## src/rtl/nines_comp_pkg.sv

```systemverilog
// Shared constants and the per-digit BCD nine's-complement function.
package nines_comp_pkg;

    localparam int         DIGIT_W = 4;
    localparam logic [3:0] BCD_MAX = 4'd9;

    // Non-BCD digits become 0 when complementing but pass through untouched otherwise.
    function automatic logic [DIGIT_W-1:0] digit_comp(input logic [DIGIT_W-1:0] d,
                                                      input logic               m);
        logic [DIGIT_W-1:0] r;
        r = d;
        if (m) begin
            if (d > BCD_MAX) begin
                r = 4'd0;
            end else begin
                r = BCD_MAX - d;
            end
        end else begin
            r = d;
        end
        return r;
    endfunction

endpackage

```

## src/rtl/nines_digit.sv

```systemverilog
// Combinational single-digit slice: complement or pass-through, plus non-BCD flag.
module nines_digit
    import nines_comp_pkg::*;
(
    input  logic [DIGIT_W-1:0] i_digit,
    input  logic               i_m,
    output logic [DIGIT_W-1:0] o_digit,
    output logic               o_invalid
);

    assign o_digit   = digit_comp(i_digit, i_m);
    assign o_invalid = (i_digit > BCD_MAX);

endmodule

```

## src/rtl/nines_comp.sv

```systemverilog
// DIGITS-wide BCD nine's complementer with one-cycle registered result.
module nines_comp
    import nines_comp_pkg::*;
#(
    parameter int DIGITS = 1
) (
    input  logic                  clk,
    input  logic                  rst,
    input  logic [4*DIGITS-1:0]   B,
    input  logic                  M,
    input  logic                  in_valid,
    output logic [4*DIGITS-1:0]   Bcomp,
    output logic                  out_valid,
    output logic                  err
);

    logic [4*DIGITS-1:0] w_comp;
    logic [DIGITS-1:0]   w_invalid;
    logic                w_err;
    logic [4*DIGITS-1:0] r_bcomp;
    logic                r_out_valid;
    logic                r_err;

    for (genvar g = 0; g < DIGITS; g++) begin : g_digit
        nines_digit u_digit (
            .i_digit   (B[DIGIT_W*g +: DIGIT_W]),
            .i_m       (M),
            .o_digit   (w_comp[DIGIT_W*g +: DIGIT_W]),
            .o_invalid (w_invalid[g])
        );
    end

    assign w_err = |w_invalid;

    // Output registers: capture on accept, hold result/err otherwise; valid is a one-cycle strobe.
    always_ff @(posedge clk or posedge rst) begin
        if (rst) begin
            r_bcomp     <= '0;
            r_out_valid <= 1'b0;
            r_err       <= 1'b0;
        end else if (in_valid) begin
            r_bcomp     <= w_comp;
            r_out_valid <= 1'b1;
            r_err       <= w_err;
        end else begin
            r_out_valid <= 1'b0;
        end
    end

    assign Bcomp     = r_bcomp;
    assign out_valid = r_out_valid;
    assign err       = r_err;

endmodule

```

## config.mk

```make
export PLATFORM = sky130hd
export DESIGN_NAME = nines_comp
export DESIGN_NICKNAME = d
export VERILOG_FILES = /design/src/rtl/nines_comp_pkg.sv /design/src/rtl/nines_digit.sv /design/src/rtl/nines_comp.sv
export SDC_FILE = /design/constraint.sdc
export NUM_CORES = 1
export LEC_CHECK = 0
export ABC_AREA = 1
export CORE_AREA = 2 2 39 41
export DETAILED_ROUTE_END_ITERATION = 6
export DIE_AREA = 0 0 41 43
export PLACE_DENSITY = 0.51
export SYNTH_ARGS = -nofsm -noshare
export SYNTH_HDL_FRONTEND = slang
export SYNTH_SLANG_ARGS = --single-unit
```

## constraint.sdc

```tcl
create_clock -name clk -period 0.8 [get_ports clk]
set_input_delay 0.12 -clock clk [delete_from_list [all_inputs] [get_ports clk]]
set_output_delay 0.12 -clock clk [all_outputs]
set_load 0.02 [all_outputs]
```

==> impl.org <==
** Final layout
- Cells with a size suffix above 1 make up 41.0% of the layout.
- Area taken by flip-flops and latches :: 150 um2
- Non-filler instance count after layout :: 77
- Leaving out fill and tap cells, the most frequent cells in the layout are nand2_1 (11), buf_6 (8), dfrtp_1 (6), buf_4 (6), inv_1 (4).
- Leading cell type in the layout, fill and taps excluded :: nand2_1
- Combined area of the multi-input logic cells :: 136 um2
- 0 antenna diodes ended up in the layout.
- Once layout is complete, the utilization of the core stands at 40.1%.
- Filler Cells Inserted :: 155
- Final net count :: 72
- Area added between synthesis and finish :: 87.7%

** STA
- Setup slack of the critical path after layout :: -0.0859 ns
- Max Fclk :: 1130 MHz
- Headroom to the max-slew limit came out at 84.8%.
- The final number of hold-violating endpoints came to 0.
- The clock arrives with 0 ns of skew.
- Setup repair after global routing could not meet its margin everywhere.
- Setup Viol. Count Final :: 7
- For the pin with the worst max-slew slack, the measured transition is 0.227 ns.
- Hold timing on the final database bottoms out at a slack of 0.0983 ns.
- For the finished layout, the period the worst path requires is 0.886 ns.
- The final number of max-transition violations came to 0.
- Share of the clock period used by the worst path after layout :: 111%

** Floorplan
- Die Height :: 43 um
- The core region is 1380 um2.
- For this design the top-level I/O count stands at 14.
- The die is 41 um wide.
- Starting utilization of the core area :: 21.3%
- Die area :: 1760 um2
- The floorplan has 14 rows.

** Worst setup path
- The startpoint identified for the worst register-to-register timing path is Bcomp[1]$_DFFE_PP0P_.
- Capture point of the worst reg-to-reg path :: Bcomp[1]$_DFFE_PP0P_
- At the worst endpoint, the required time is 0.68 ns.
- Top fanout value on the critical path :: 2
- Broken down by cell family, the worst path's largest delay share belongs to flip-flops.
- Minimum setup slack among reg-to-reg paths :: -0.02 ns
- Length in cells of the worst reg-to-reg path :: 4
- The signal on the critical path passes through buf_6.
- Critical Path End Type :: output port
- Instance count on the critical path :: 1
- STA classifies the critical path startpoint as a flip-flop.
- Slowest library cell on the worst path :: dfrtp_1
- Endpoint arrival time on the critical path :: 0.77 ns
- CP Capture Point :: Bcomp[0]
- Startpoint of the most critical setup path :: Bcomp[0]$_DFFE_PP0P_
- Number of buffer and inverter stages on the critical path :: 1
- CP peak stage delay :: 0.39 ns
- Worst setup path class :: flip-flop to output port

** Clock tree
- Clk sinks :: 6
- Clock-pin slew on the worst setup and hold paths :: 0.04 ns
- Max H-tree Level :: 1
- Number of buffers on the longest clock path :: 2
- Number of buffers created by CTS :: 3
- TritonCTS built the clock tree.
- The cell sitting at the root of the clock tree is a clkbuf_4.
- Source-to-sink clock delay at the later pin of the worst-skew pair :: 0.23 ns

** Yosys
- Top cells by area in the synthesized netlist :: dfrtp_1 (51%), nand2_1 (14%), a21oi_1 (8.5%)
- Mean post-synth cell area :: 7.98 um2
- Summed over all instances, the cell type with the most area after synthesis is dfrtp_1.
- Synthesized flop and latch total :: 6
- The Yosys step of the flow raised 0 warnings.
- Register area share after synthesis :: 50.8%
- Net count of the mapped netlist :: 46
- Synthesis produced a netlist whose cell count is 37.
- After synthesis the cells add up to 295 um2.
- Of the post-synthesis cell area, the dominant cell type holds 50.8%.
- Post-synth cell types :: 12

** Global routing
- The via count of the first global-routing pass was 292.
- Pin count of the biggest net entering global routing :: 8
- Global-route wire length before repair :: 1190 um
- The initial antenna violation count was 0.
- Overall fraction of global-route tracks in use :: 10.2%
- The total overflow left after global routing is 0.

** Hold path
- The path class of the tightest hold or removal check is input port to asynchronous set/reset pin.

** Place
- After detailed placement, the design holds a cell count of 72.
- Routability-driven placement finished with a final weighted congestion of 0.633.
- HPWL after DPL :: 544 um
- Input and output buffers added on the ports amount to 13.

** Job
- Number of maximum-capacitance constraint violations :: 0

** Outcome
- The checks that failed: setup timing.
- The flow ran to the end, but the final reports show violations.

** Routing
- Routed via count :: 311
- In the final routed layout, each cell accounts on average for 9.05 um.
- Antenna-violating nets left :: 0
- Via density :: 4.04
- In the routed design, unresolved DRC markers number 0.
- Summed over all layers, the routed wires come to 697 um.
- Drt initial violations :: 6
- For this run, the detailed router's first-pass iteration total came to 5.

** Power and ir drop
- P per Cell Area :: 1600 nW/um2
- Tot Pwr :: 0.890 mW
- The analysis attributes to cell leakage a power of 0.286 nW.
- Max IR drop VDD :: 0.483 mV
## timing repair
action	in CTS	in global routing
setup buffers	1	1
endpoints found under the setup margin	10	10
endpoints found under the hold margin	0	0
pin swaps	2	1
hold buffers	0	0
gates resized for setup	42	6
## routing by layer
layer	GRT usage, %	share of wire (%)	vias up
met1	13.0	44	136
met4	8.00	2.0	0
met3	1.57	3.2	2
met2	14.4	51	8
li1	-	-	165
met5	0	0	-
## synth_stat cells
| cell | instances |
|---|---|
| ha_1 | 1 |
| dfrtp_1 | 6 |
| inv_1 | 4 |
| inv_2 | 2 |
| a21oi_1 | 5 |
| o21bai_1 | 1 |
| nor2_1 | 3 |
| nand3_1 | 1 |
| o21ai_2 | 1 |
| o21ai_0 | 1 |
| nor2_2 | 1 |
| nand2_1 | 11 |
## where the power goes
| part | internal [mW] | switching [mW] | total (mW) | leakage (nW) |
|---|---|---|---|---|
| Clock | 0.169 | 0.0966 | 0.265 | 0.0138 |
| Combinational | 0.149 | 0.120 | 0.269 | 0.200 |
| Sequential | 0.334 | 0.0214 | 0.355 | 0.0723 |
## worst min path at each step
stage | start | to | depth (start not counted)
after floorplan | rst | Bcomp[0]$_DFFE_PP0P_ | 1
after detailed placement | rst | Bcomp[0]$_DFFE_PP0P_ | 2
final | rst | Bcomp[3]$_DFFE_PP0P_ | 2
after global placement | rst | out_valid$_DFF_PP0_ | 2
after CTS | rst | Bcomp[0]$_DFFE_PP0P_ | 2
after global routing | rst | Bcomp[3]$_DFFE_PP0P_ | 2
## layout make-up
| type | count | area share, % |
|---|---|---|
| repair buffers | 21 | 36.6 |
| flip-flops and latches | 6 | 27.1 |
| multi-input cells | 25 | 24.6 |
| clock buffers | 3 | 4.06 |
| inverters | 6 | 4.06 |
| well taps | 16 | 3.61 |
## registers in the layout, indices dropped and copies added, names as in the netlist
register	cells
err	1
out_valid	1
Bcomp	4
## kinds of logic after synthesis
logic type | share of synthesized area, %
simple gates | 21.6
compound gates | 15.7
buf+inv | 7.63
flops | 50.8
fa+ha+maj | 4.24
## stage by stage
step                      cell area, um2  setup WS, ns  setup TNS, ns
after global placement               490        -0.451          -3.16
after detailed placement             490        -0.480          -3.27
after CTS                            531       -0.0937         -0.488
final                                554       -0.0859         -0.446
after global routing                 554        -0.109         -0.687
after floorplan                      295        0.0759              0
(Power assumes the default switching activity.)
